$ cat config.mk
export PLATFORM = sky130hd
export DESIGN_NAME = seg7_scan_ctrl_flat
export DESIGN_NICKNAME = d
export VERILOG_FILES = /design/src/rtl/seg7_scan_ctrl_if.sv /design/src/rtl/seg7_scan_ctrl.sv /design/src/flat_wrapper.sv
export SDC_FILE = /design/constraint.sdc
export NUM_CORES = 1
export LEC_CHECK = 0
export ABC_AREA = 1
export ABC_CLOCK_PERIOD_IN_PS = 4700
export BUFFER_PORTS_ARGS = -buffer_cell sky130_fd_sc_hd__buf_2
export CAP_MARGIN = 0
export CORE_MARGIN = 8
export CORE_UTILIZATION = 55
export CTS_BUF_LIST = sky130_fd_sc_hd__clkbuf_8
export CTS_CLUSTER_DIAMETER = 80
export DETAILED_ROUTE_END_ITERATION = 16
export GPL_TIMING_DRIVEN = 0
export PLACE_DENSITY = 0.75
export SYNTH_ARGS = -nofsm -noshare
export SYNTH_HDL_FRONTEND = slang
export SYNTH_SLANG_ARGS = --single-unit
export TNS_END_PERCENT = 1
$ cat constraint.sdc
create_clock -name clk -period 4.7 [get_ports clk]
set_input_delay 0.705 -clock clk [delete_from_list [all_inputs] [get_ports clk]]
set_output_delay 0.705 -clock clk [all_outputs]
set_load 0.005 [all_outputs]
$ cat src/rtl/seg7_scan_ctrl_if.sv
// Display-side bundle for seg7_scan_ctrl: value/mask inputs, load strobe,
// brightness, and the registered segment/select outputs.
interface seg7_scan_ctrl_if #(
   parameter int DIGITS = 4
);
   logic [4*DIGITS-1:0] data;
   logic [DIGITS-1:0]   dp_mask;
   logic [DIGITS-1:0]   blank_mask;
   logic                load;
   logic [3:0]          brightness;
   logic [7:0]          seg_data;
   logic [DIGITS-1:0]   seg_cs;

   modport master (
      output data, dp_mask, blank_mask, load, brightness,
      input  seg_data, seg_cs
   );

   modport slave (
      input  data, dp_mask, blank_mask, load, brightness,
      output seg_data, seg_cs
   );
endinterface

$ cat src/rtl/seg7_scan_ctrl.sv
// Multiplexed 7-segment scan controller with frame-synchronous double buffering
// and 16-level PWM. Define LZ_BLANK_EN to enable leading-zero suppression.
module seg7_scan_ctrl #(
   parameter int DIGITS    = 4,
   parameter int PHASE_DIV = 6250
) (
   input  logic               clk,
   input  logic               rst_n,
   seg7_scan_ctrl_if.slave    bus
);
   localparam int PRE_W = (PHASE_DIV > 1) ? $clog2(PHASE_DIV) : 1;
   localparam int IDX_W = (DIGITS > 1) ? $clog2(DIGITS) : 1;
   localparam logic [PRE_W-1:0] PRE_LAST = PRE_W'(PHASE_DIV - 1);
   localparam logic [IDX_W-1:0] IDX_LAST = IDX_W'(DIGITS - 1);

   logic [PRE_W-1:0]    pre_q, pre_d;
   logic [3:0]          phase_q, phase_d;
   logic [IDX_W-1:0]    idx_q, idx_d;
   logic [3:0]          bright_q, bright_d;

   logic [4*DIGITS-1:0] sh_data_q, sh_data_d;
   logic [DIGITS-1:0]   sh_dp_q, sh_dp_d;
   logic [DIGITS-1:0]   sh_blank_q, sh_blank_d;
   logic                pending_q, pending_d;

   logic [4*DIGITS-1:0] disp_data_q, disp_data_d;
   logic [DIGITS-1:0]   disp_dp_q, disp_dp_d;
   logic [DIGITS-1:0]   disp_blank_q, disp_blank_d;

   logic [7:0]          seg_data_q, seg_data_d;
   logic [DIGITS-1:0]   seg_cs_q, seg_cs_d;

   logic                pre_wrap, phase_wrap, frame_end, slot_start;
   logic [3:0]          disp_nib [DIGITS];
   logic [DIGITS-1:0]   lz_blank;
   logic [6:0]          glyph;

   function automatic logic [6:0] font7(input logic [3:0] n);
      logic [6:0] g;
      case (n)
         4'h0: g = 7'h3F;
         4'h1: g = 7'h06;
         4'h2: g = 7'h5B;
         4'h3: g = 7'h4F;
         4'h4: g = 7'h66;
         4'h5: g = 7'h6D;
         4'h6: g = 7'h7D;
         4'h7: g = 7'h07;
         4'h8: g = 7'h7F;
         4'h9: g = 7'h6F;
         4'hA: g = 7'h77;
         4'hB: g = 7'h7C;
         4'hC: g = 7'h39;
         4'hD: g = 7'h5E;
         4'hE: g = 7'h79;
         default: g = 7'h71;
      endcase
      return g;
   endfunction

   // Scan timebase: prescaler -> PWM phase -> digit index.
   always_comb begin
      pre_wrap   = (pre_q == PRE_LAST);
      phase_wrap = pre_wrap && (phase_q == 4'd15);
      frame_end  = phase_wrap && (idx_q == IDX_LAST);
      slot_start = (pre_q == '0) && (phase_q == 4'd0);
      pre_d      = pre_wrap ? '0 : pre_q + 1'b1;
      phase_d    = pre_wrap ? phase_q + 4'd1 : phase_q;
      idx_d      = idx_q;
      if (phase_wrap) begin
         idx_d = (idx_q == IDX_LAST) ? '0 : idx_q + 1'b1;
      end
      bright_d = slot_start ? bus.brightness : bright_q;
   end

   // Double buffer: a load coinciding with the frame boundary bypasses the shadow.
   always_comb begin
      sh_data_d    = sh_data_q;
      sh_dp_d      = sh_dp_q;
      sh_blank_d   = sh_blank_q;
      pending_d    = pending_q;
      disp_data_d  = disp_data_q;
      disp_dp_d    = disp_dp_q;
      disp_blank_d = disp_blank_q;
      if (bus.load) begin
         sh_data_d  = bus.data;
         sh_dp_d    = bus.dp_mask;
         sh_blank_d = bus.blank_mask;
         pending_d  = 1'b1;
      end
      if (frame_end) begin
         if (bus.load) begin
            disp_data_d  = bus.data;
            disp_dp_d    = bus.dp_mask;
            disp_blank_d = bus.blank_mask;
            pending_d    = 1'b0;
         end else if (pending_q) begin
            disp_data_d  = sh_data_q;
            disp_dp_d    = sh_dp_q;
            disp_blank_d = sh_blank_q;
            pending_d    = 1'b0;
         end
      end
   end

   generate
      for (genvar gi = 0; gi < DIGITS; gi++) begin : g_digit
         assign disp_nib[gi] = disp_data_q[4*gi +: 4];
`ifdef LZ_BLANK_EN
         if (gi == 0) begin : g_lsd
            assign lz_blank[gi] = 1'b0;
         end else begin : g_upper
            // Zero glyphs and no dp from this digit up to the MSD.
            assign lz_blank[gi] = (disp_data_q[4*DIGITS-1:4*gi] == '0) &&
                                  (disp_dp_q[DIGITS-1:gi] == '0);
         end
`else
         assign lz_blank[gi] = 1'b0;
`endif
      end
   endgenerate

   always_comb begin
      glyph      = font7(disp_nib[idx_q]);
      seg_data_d = {disp_dp_q[idx_q], glyph};
      if (disp_blank_q[idx_q] || lz_blank[idx_q]) begin
         seg_data_d = 8'h00;
      end
      // First cycle of every slot is kept dark to hide the segment change.
      seg_cs_d = '0;
      if (!slot_start && (phase_q <= bright_q)) begin
         seg_cs_d[idx_q] = 1'b1;
      end
   end

   always_ff @(posedge clk or negedge rst_n) begin
      if (!rst_n) begin
         pre_q        <= '0;
         phase_q      <= '0;
         idx_q        <= '0;
         bright_q     <= '0;
         sh_data_q    <= '0;
         sh_dp_q      <= '0;
         sh_blank_q   <= '0;
         pending_q    <= 1'b0;
         disp_data_q  <= '0;
         disp_dp_q    <= '0;
         disp_blank_q <= '0;
         seg_data_q   <= 8'h00;
         seg_cs_q     <= '0;
      end else begin
         pre_q        <= pre_d;
         phase_q      <= phase_d;
         idx_q        <= idx_d;
         bright_q     <= bright_d;
         sh_data_q    <= sh_data_d;
         sh_dp_q      <= sh_dp_d;
         sh_blank_q   <= sh_blank_d;
         pending_q    <= pending_d;
         disp_data_q  <= disp_data_d;
         disp_dp_q    <= disp_dp_d;
         disp_blank_q <= disp_blank_d;
         seg_data_q   <= seg_data_d;
         seg_cs_q     <= seg_cs_d;
      end
   end

   assign bus.seg_data = seg_data_q;
   assign bus.seg_cs   = seg_cs_q;
endmodule

$ cat src/flat_wrapper.sv
// flat-port wrapper written by rule: the top's interface ports become plain ports
module seg7_scan_ctrl_flat 
#(
   parameter int DIGITS    = 4,
   parameter int PHASE_DIV = 6250
)
  (clk, rst_n, bus_data, bus_dp_mask, bus_blank_mask, bus_load, bus_brightness, bus_seg_data, bus_seg_cs);
  seg7_scan_ctrl_if #(.DIGITS(DIGITS)) bus_i ();
  input  logic clk;
  input  logic rst_n;
  input wire logic [$bits(bus_i.data)-1:0] bus_data;
  input wire logic [$bits(bus_i.dp_mask)-1:0] bus_dp_mask;
  input wire logic [$bits(bus_i.blank_mask)-1:0] bus_blank_mask;
  input wire logic [$bits(bus_i.load)-1:0] bus_load;
  input wire logic [$bits(bus_i.brightness)-1:0] bus_brightness;
  output wire logic [$bits(bus_i.seg_data)-1:0] bus_seg_data;
  output wire logic [$bits(bus_i.seg_cs)-1:0] bus_seg_cs;
  assign bus_i.data = bus_data;
  assign bus_i.dp_mask = bus_dp_mask;
  assign bus_i.blank_mask = bus_blank_mask;
  assign bus_i.load = bus_load;
  assign bus_i.brightness = bus_brightness;
  assign bus_seg_data = bus_i.seg_data;
  assign bus_seg_cs = bus_i.seg_cs;
  seg7_scan_ctrl #(.DIGITS(DIGITS), .PHASE_DIV(PHASE_DIV)) u_core (.clk(clk), .rst_n(rst_n), .bus(bus_i));
endmodule
==> flow_metrics.tcl, run 1 <==
set metrics [dict create \
    cap_violations 0 \
    drv_slew 0 \
    ys_warn_count 0 \
    holdCritPathClass "in2async" \
    fillers 666 \
    synth_top_area_cell "dfrtp_1" \
    grt_pass1_wl_um 14720 \
    pwr-share-clk_pct 39.5 \
    remaining_drc_errors 0 \
    regToRegStartpoint "u_core.idx_q[0]" \
    postCtsHoldBufs 0 \
    netSwitchingFraction_pct 23.46 \
    reg2reg_depth 9 \
    post_drt_wl_per_cell_um 13.04 \
    cts_max_path_buffers 2 \
    numCtsBuffers 9 \
    cts_resized 0 \
    final.setup.tns_ns 0 \
    syn_area_per_cell_um2 8.139 \
    cp_data_required_time_ns 4.94 \
    power_density_nw_per_um2 282.5 \
    cts.sinks 84 \
    fin_crit_sh_pct 42.55 \
    grt_pass1_vias 3303 \
    root_buffer "clkbuf_8" \
    crit_slowest_cell "dfrtp_1" \
    cts_tree "built" \
    holdWs_ns 0.2420 \
    clock_skew_ns 0.009354 \
    power.switching_uw 315.6 \
    r2r_slack_ns 2.70 \
    synth_commonest_cells "198 x nand2_1, 84 x dfrtp_1, 45 x inv_1" \
    ys_dominant_reg_cell "dfrtp_1" \
    final-hold-violation-count 0 \
    h-tree-depth 3 \
    grt_remaining_overflow 0 \
    synth_async_sr_flop_share_pct 100.0 \
    worstSetupPathType "reg2reg" \
    post_cts_buffers 0 \
    grt_max_degree 62 \
    ant_nets 0 \
    yosysTopAreaCellShare_pct 50.15 \
    dieWidth_um 103.3 \
    rsz0062_at_grt "false" \
    p_leak_uw 0.002632 \
    io_buffers 41 \
    intPower_uw 1030 \
    fmax_mhz 500.0 \
    initial_utilization_pct 55.39 \
    cp_max_fo 11 \
    syn_nets 564 \
    worst_ep_arrival_time_ns 2.24 \
    peakVddDrop_mv 0.1658 \
    area_delta_synth_final_pct 13.61 \
    netlist_instances 515 \
    drt_pass1_iterations 4 \
    insertedDiodeCount 0 \
    synth_cell_types 25 \
    finalWirelength_um 8804 \
    netlist_area_um2 4192 \
    post_dp_cell_area_um2 4554 \
    path_clk_slew_ns 0.09 \
    post-synth-top-count-cell "nand2_1" \
    ios 43 \
    ys_seq_area_share_pct 50.15 \
    seq_power_share_pct 55.6 \
    worst_pin_slew_ns 0.4957 \
    cp-start-kind "flip-flop" \
    synth_seq_cells 84 \
    dpl.hpwl_um 6515 \
    place_congestion 0.9041 \
    crit_family "simple AND/OR/NAND/NOR gates" \
    drive_gt1_share_pct 15.36 \
    p_total_uw 1345 \
    grt_util_all_layers_pct 17.69 \
    crit_path_max_incr_delay_ns 0.48 \
    power_frac_comb_pct 5.0 \
    num_rows 32 \
    setup_viol 0 \
    nNetsFinal 617 \
    grt_antenna_before_repair 0 \
    critical_path.n_buffers_inverters 2 \
    die_area_um2 10670 \
    period_needed_ns 2.000 \
    drt_iter0_drc 137 \
    status "finished clean" \
    die_h_um 103.3 \
    viasPerCell 4.942 \
    slew_headroom_pct 66.95 \
    vias 3336 \
    endpoint_kind "flip-flop" \
    stdcell_area_um2 4762 \
    synthTopCellsByArea "dfrtp_1 50%, nand2_1 18%, ha_1 5.4%, inv_1 4.0%, nand4_1 3.9%" \
    reg2reg_to "u_core.bus.seg_data[1]" \
    coreArea_um2 7567 \
    synth_edf_count 0 \
    crit_path_cell_trace "inv_2 > buf_2 > nand2_1 > nand3_1 > nand2_1 > ha_1 > nand3_1 > o21ai_0 > nor2_1" \
    clk_latency_ns 0.35 \
]
cell type report:
cell class	count	area (um2)	share of cell area (%)
clock inverters	6	70.07	1.471
clock buffers	10	137.6	2.890
flip-flops and latches	84	2102	44.14
plain buffers	18	111.4	2.338
well taps	102	127.6	2.680
inverters	49	183.9	3.862
repair buffers	42	235.2	4.940
multi-input cells	364	1794	37.68
kinds of logic after synthesis:
logic type | count (synthesis) | share of synthesized area, %
compound gates | 35 | 4.299
buf+inv | 67 | 7.044
fa+ha+maj | 18 | 5.373
xor+xnor | 5 | 1.045
simple gates | 306 | 32.09
flops | 84 | 50.15
worst max-delay path by stage:
stage | to | startpoint | depth (start not counted) | slack (ns)
after floorplan | u_core.disp_blank_q[3] | bus_load | 6 | 2.96
after global placement | u_core.sh_dp_q[0] | rst_n | 1 | 2.29
after detailed placement | u_core.disp_data_q[9] | bus_load | 6 | 2.75
after CTS | u_core.bus.seg_data[1] | u_core.idx_q[0] | 9 | 2.72
after global routing | u_core.bus.seg_data[0] | u_core.idx_q[0] | 12 | 2.53
final | u_core.bus.seg_data[1] | u_core.idx_q[0] | 9 | 2.70
routing by layer:
metal	GRT usage (%)	wire, um
met3	3.481	422
met1	22.26	4055
met4	7.341	110
met2	29.18	4214
met5	0	0
through the flow:
stage                     setup slack (ns)  instances  util, %
after floorplan                      2.958        515        -
after global placement               2.288        658    59.79
after detailed placement             2.755        659    60.19
after CTS                            2.718        675    62.93
after global routing                 2.526        675    62.93
final                                2.700        675    62.93
power by group through the flow:
stage	clock network, uW	registers [uW]	logic, uW
after floorplan	0	761	29.4
after global placement	0	762	63.1
after detailed placement	0	762	68.7
after CTS	541	748	68.8
after global routing	577	750	78.1
final	531	748	66.6
worst reg2reg max path: cells and delay by family, from the launching register on:
| family | cells | cell delay, ns |
|---|---|---|
| buffers and inverters | 2 | 0.40 |
| and+or+nand+nor | 5 | 0.48 |
| DFF | 1 | 0.48 |
| AOI/OAI and AO/OA | 1 | 0.19 |
| adders and majority gates | 1 | 0.34 |
flip-flops by register name, indices dropped and copies added, names as in the netlist:
register and cells:
u_core.bright_q 4, u_core.bus.seg_cs 4, u_core.bus.seg_data 8, u_core.disp_blank_q 4, u_core.disp_data_q 16, u_core.disp_dp_q 4, u_core.idx_q 2, u_core.pending_q 1
u_core.phase_q 4, u_core.pre_q 13, u_core.sh_blank_q 4, u_core.sh_data_q 16, u_core.sh_dp_q 4
layout by cell type, fill, tap and decap left out, types with 2 or more instances in the layout:
| cell type | count |
|---|---|
| ha_1 | 18 |
| a21oi_1 | 6 |
| inv_6 | 2 |
| nor2_8 | 2 |
| xor2_1 | 5 |
| clkbuf_8 | 10 |
| o21ai_0 | 24 |
| dfrtp_1 | 84 |
| nor2_2 | 2 |
| inv_2 | 4 |
| nand2_1 | 198 |
| clkbuf_1 | 3 |
| nand3_1 | 23 |
| nand3_4 | 2 |
| o21ai_1 | 2 |
| nor3_1 | 8 |
| buf_2 | 51 |
| inv_1 | 45 |
| nand2_2 | 3 |
| nand4_1 | 26 |
| clkinv_4 | 2 |
| nor2_1 | 40 |
| buf_6 | 4 |
Note: power is estimated with default switching activity, not from simulation.
==> run 2: changes to the inputs <==
ABC_CLOCK_PERIOD_IN_PS = 1940   (was 4700)
clock period = 1.94 ns   (was 4.7 ns; I/O delays follow)
==> run 2 against run 1 <==
Effect of this change: die area did not move; final cell count stayed put; wire length is 0.48% higher; largest cell class unchanged.
==> flow_metrics.tcl, run 2 (synthesis results as in run 1) <==
set metrics [dict create \
    status "finished clean" \
    grt_pass1_wl_um 14680 \
    dieWidth_um 103.3 \
    ant_nets 0 \
    ios 43 \
    cts_tree "built" \
    min_to "u_core.sh_data_q[8]" \
    final_common_cell "nand2_1" \
    wl_met2_um 4206 \
    initial_utilization_pct 55.39 \
    drt_pass1_iterations 4 \
    path_clk_slew_ns 0.09 \
    cts_max_path_buffers 2 \
    vias 3350 \
    place_congestion 0.9041 \
    drive_gt1_share_pct 15.53 \
    coreArea_um2 7567 \
    grt_antenna_before_repair 0 \
    period_needed_ns 1.793 \
    crit_slowest_cell "dfrtp_2" \
    crit_path_cell_trace "clkbuf_4 > nand2_1 > nand3_1 > nand2_1 > ha_1 > nand3_1 > o21ai_0 > nor2_1" \
    holdCritPathClass "in2reg" \
    cap_violations 0 \
    setup_viol 0 \
    grt_pass1_vias 3293 \
    endpoint_kind "flip-flop" \
    io_buffers 41 \
    post_dp_cell_area_um2 4554 \
    r2r_slack_ns 0.15 \
    holdWs_ns 0.1653 \
    clk_latency_ns 0.35 \
    dpl.hpwl_um 6515 \
    highest_layer "met4" \
    fin_crit_sh_pct 92.41 \
    worst_ep_arrival_time_ns 2.03 \
    insertedDiodeCount 0 \
    area_delta_synth_final_pct 13.94 \
    final-hold-violation-count 0 \
    stdcell_area_um2 4776 \
    nNetsFinal 617 \
    grt_util_all_layers_pct 17.65 \
    remaining_drc_errors 0 \
    rsz0062_at_grt "false" \
    drt_iter0_drc 104 \
    slew_headroom_pct 67.49 \
    die_area_um2 10670 \
    post_drt_wl_per_cell_um 13.11 \
    reg2reg_to "u_core.bus.seg_data[1]" \
    finalWirelength_um 8846 \
    h-tree-depth 3 \
    critical_path.n_buffers_inverters 1 \
    root_buffer "clkbuf_8" \
    clock_skew_ns 0.009546 \
    met3_length_um 409 \
    crit_family "flip-flops" \
    final_util_pct 63.11 \
    cp-start-kind "flip-flop" \
    grt_max_degree 62 \
    reg_top3 "u_core.disp_data_q x16, u_core.sh_data_q x16, u_core.pre_q x13" \
    viasPerCell 4.963 \
    p_leak_uw 0.002633 \
    drv_slew 0 \
    num_rows 32 \
    cts.sinks 84 \
    worstSetupPathType "reg2reg" \
    p_total_uw 3258 \
    die_h_um 103.3 \
    grt_remaining_overflow 0 \
    wl_met1_um 4109 \
    cp_data_required_time_ns 2.18 \
    final_cell_mix "197 x nand2_1, 83 x dfrtp_1, 49 x buf_2" \
    regToRegStartpoint "u_core.idx_q[0]" \
    cp_max_fo 10 \
    holdCritStartpoint "bus_data[8]" \
    fmax_mhz 557.8 \
    reg2reg_depth 8 \
    whs_path_depth 3 \
    worst_pin_slew_ns 0.4876 \
    crit_path_max_incr_delay_ns 0.48 \
    power_density_nw_per_um2 682.3 \
    post_cts_buffers 0 \
    peakVddDrop_mv 0.4019 \
    numCtsBuffers 9 \
]
[run 2: metrics by stage]
| stage | worst slack [ns] | instances | TNS [ns] |
|---|---|---|---|
| after floorplan | 0.2896 | 515 | 0 |
| after global placement | -0.05812 | 658 | -4.408 |
| after detailed placement | 0.002121 | 659 | 0 |
| after CTS | 0.05562 | 675 | 0 |
| after global routing | 0.007262 | 675 | 0 |
| final | 0.1473 | 675 | 0 |
[run 2: how the worst max path moves through the flow]
stage	startpoint	end	slack [ns]	cells after the start
6_report	u_core.idx_q[0]	u_core.bus.seg_data[1]	0.15	8
5_1_grt	u_core.idx_q[0]	u_core.bus.seg_data[1]	0.007	8
4_1_cts	u_core.idx_q[0]	u_core.bus.seg_data[1]	0.06	8
3_5_place_dp	u_core.idx_q[0]	u_core.bus.seg_data[1]	0.002	9
3_3_place_gp	rst_n	u_core.sh_dp_q[0]	-0.06	1
2_1_floorplan	u_core.idx_q[0]	u_core.bus.seg_data[1]	0.29	9
[run 2: final cells by class]
cell class,count,area (um2)
plain buffers,17,108.9
clock buffers,10,137.6
clock inverters,6,70.07
fillers,665,2791
inverters,49,186.4
multi-input cells,364,1797
flip-flops and latches,84,2103
well taps,102,127.6
repair buffers,43,245.2
[run 2: layer usage]
layer  up-vias  track usage (%)
met1      1540            22.22
met2        56            29.08
met4         0            7.341
met5         -                0
li1       1745                -
met3         9            3.481
[run 2: timing repair]
action	CTS	global route
endpoints found under the hold margin	23	0
setup endpoints to repair	1	7
gates resized for setup	0	5
hold buffers	1	0
[run 2: power breakdown]
| group | leakage, uW | internal (uW) | switching, uW | total [uW] |
|---|---|---|---|---|
| Sequential | 0.00106 | 1800 | 13.9 | 1810 |
| Clock | 0.000107 | 641 | 643 | 1280 |
| Combinational | 0.00146 | 57.4 | 106 | 163 |
[run 2: worst register-to-register path: stages (launching register included)]
cell	delay (ns)
dfrtp_2	0.48
clkbuf_4	0.24
nand2_1	0.09
nand3_1	0.09
nand2_1	0.10
ha_1	0.32
nand3_1	0.12
o21ai_0	0.19
nor2_1	0.06
==> run 3: changes to the inputs <==
ABC_AREA = unset   (was 1)
PLACE_DENSITY = 0.76   (was 0.75)
==> run 3 against run 2 <==
Effect of this change: the flow now finishes with violations (setup timing); total power is 3.3% higher; final cell count is 37% lower; synthesized area fell by 10%; hold slack improved by 0.0064 ns; sequential power hardly changed; synthesized cell count is 46% lower; clock skew decreased by 0.0022 ns; critical endpoint is now u_core.bright_q[0].
==> flow_metrics.tcl, run 3 <==
set metrics [dict create \
    status "finished, violations left" \
    violations "setup timing" \
    synth_edf_count 0 \
    synthTopCellsByArea "dfrtp_1 56%, mux2_2 16%, ha_1 6.0%, mux4_2 3.0%, xnor2_1 2.1%" \
    ys_seq_area_share_pct 55.94 \
    synth_commonest_cells "84 x dfrtp_1, 54 x mux2_2, 18 x ha_1" \
    drt_iter0_drc 98 \
    worst_pin_slew_ns 0.6051 \
    top_usage_layer "met2" \
    yosysTopAreaCellShare_pct 55.94 \
    reg_top3 "u_core.disp_data_q x16, u_core.sh_data_q x16, u_core.pre_q x13" \
    synth_cell_types 35 \
    synth_top_area_cell "dfrtp_1" \
    endpoint_kind "flip-flop" \
    grt_pass1_vias 2402 \
    stdcell_area_um2 4467 \
    cp-start-kind "flip-flop" \
    post-synth-top-count-cell "dfrtp_1" \
    fin_crit_sh_pct 105.6 \
    reg2reg_to "u_core.bright_q[0]" \
    nNetsFinal 391 \
    cts_max_path_buffers 2 \
    r2r_slack_ns -0.11 \
    viasPerCell 5.407 \
    grt_remaining_overflow 0 \
    drv_slew 0 \
    power_density_nw_per_um2 753.3 \
    power_frac_comb_pct 5.0 \
    regToRegStartpoint "u_core.pre_q[7]" \
    num_rows 30 \
    post_dp_cell_area_um2 4094 \
    root_buffer "clkbuf_8" \
    remaining_drc_errors 0 \
    cts.sinks 84 \
    rsz0062_at_grt "true" \
    worst_ep_arrival_time_ns 2.28 \
    grt_use_met2_pct 23.65 \
    numCtsBuffers 9 \
    final_util_pct 66.48 \
    p_leak_uw 0.002123 \
    clock_skew_ns 0.007345 \
    post-place-ws_ns -0.3971 \
    crit_end "u_core.bright_q[0]" \
    clk_latency_ns 0.35 \
    place_congestion 0.7941 \
    peakVddDrop_mv 0.4895 \
    syn_nets 329 \
    pwr-share-clk_pct 41.0 \
    drt_pass1_iterations 4 \
    insertedDiodeCount 0 \
    grt_pass1_wl_um 11450 \
    grt_antenna_before_repair 0 \
    final_cell_mix "84 x dfrtp_1, 50 x mux2_2, 41 x buf_2" \
    worstSetupPathType "reg2reg" \
    path_clk_slew_ns 0.08 \
    power.switching_uw 716.8 \
    final-hold-violation-count 0 \
    dieWidth_um 98.66 \
    cp_max_fo 5 \
    intPower_uw 2648 \
    ant_nets 0 \
    setup_viol 7 \
    netlist_instances 280 \
    grtUsageMet3_pct 4.158 \
    grt_util_all_layers_pct 14.96 \
    coreArea_um2 6719 \
    fillers 496 \
    initial_utilization_pct 55.92 \
    drive_gt1_share_pct 40.35 \
    synth_seq_cells 84 \
    reg2reg_depth 6 \
    h-tree-depth 3 \
    ios 43 \
    area_delta_synth_final_pct 18.88 \
    grt_max_degree 73 \
    netlist_area_um2 3757 \
    cap_violations 0 \
    syn_area_per_cell_um2 13.42 \
    finalWirelength_um 6784 \
    fin_ws_ns -0.1095 \
    met1_usage_pct 18.17 \
    die_area_um2 9733 \
    cts_tree "built" \
    holdWs_ns 0.1717 \
    io_buffers 41 \
    holdCritPathClass "in2reg" \
    seq_power_share_pct 54.0 \
    crit_path_start "u_core.pre_q[7]" \
    die_h_um 98.66 \
    synth_async_sr_flop_share_pct 100.0 \
    dpl.hpwl_um 4699 \
    final_common_cell "dfrtp_1" \
    netSwitchingFraction_pct 21.30 \
    fmax_mhz 487.9 \
    slew_headroom_pct 59.66 \
    final.setup.tns_ns -0.4979 \
    post_drt_wl_per_cell_um 15.89 \
    ys_warn_count 0 \
    vias 2309 \
    ys_dominant_reg_cell "dfrtp_1" \
    cp_data_required_time_ns 2.17 \
    period_needed_ns 2.049 \
]
run 3: cell types whose count changed after synthesis, sizes merged, moves of 19 or more:
cell   before  now
nand2     201    9
mux2        0   55
inv        49   16
nor2       44   17
nand4      27    3
o21ai      26    7
run 3: power groups by stage:
| stage | combinational (uW) | sequential [uW] | clock (uW) |
|---|---|---|---|
| 6_report | 168 | 1820 | 1380 |
| 3_5_place_dp | 168 | 1850 | 0 |
| 5_1_grt | 190 | 1820 | 1480 |
| 4_1_cts | 170 | 1820 | 1410 |
| 2_1_floorplan | 80.7 | 1850 | 0 |
| 3_3_place_gp | 157 | 1850 | 0 |
run 3: routing by layer:
| layer | wire length (um) | up-vias |
|---|---|---|
| li1 | - | 1103 |
| met1 | 3038 | 1143 |
| met2 | 3312 | 44 |
| met3 | 234 | 19 |
| met4 | 199 | 0 |
| met5 | 0 | - |
run 3: cell type report:
class	instances	area (um2)	share of cell area [%]
timing repair buffer	51	309.0	6.919
tap	80	100.1	2.241
multi-input combinational	171	1600	35.83
clock inverter	6	86.33	1.933
buffer	9	71.32	1.597
sequential	84	2102	47.06
inverter	16	60.06	1.345
clock buffer	10	137.6	3.081
run 3: cells by family after synthesis:
family          after synthesis  share of synthesized area [%]
compound gates               19                          3.263
xor+xnor                     14                          3.263
fa+ha+maj                    18                          5.994
buf+inv                      25                          2.631
flops                        84                          55.94
mux                          62                          20.01
simple gates                 58                          8.891
run 3: how the worst min path moves through the flow:
stage	start	to	slack, ns	depth (start not counted)
floorplan	rst_n	u_core.bright_q[0]	-0.005	0
global placement	u_core.sh_data_q[5]	u_core.sh_data_q[5]	0.48	1
detailed placement	rst_n	u_core.bright_q[2]	0.16	1
CTS	bus_brightness[3]	u_core.bright_q[3]	0.16	2
global route	bus_brightness[2]	u_core.bright_q[2]	0.16	2
finish	bus_brightness[3]	u_core.bright_q[3]	0.17	2
run 3: repair_timing:
action / CTS / global route
hold buffers: 1 / 0
setup endpoints to repair: 38 / 45
gates resized for setup: 13 / 11
hold endpoints to repair: 12 / 0
pin swaps: 5 / 4
setup buffers: 6 / 2
run 3: worst max-delay path: stages, from the launching register on:
cell and delay, ns:
dfrtp_1 0.39, nor4_1 0.26, nand2_1 0.11, or4_4 0.56
nor4_4 0.15, buf_6 0.16, mux2_4 0.30
run 3: per-stage QoR:
stage	instances	power, uW
floorplan	280	1928
global placement	401	2007
CTS	425	3398
detailed placement	402	2021
finish	427	3365
global route	427	3497
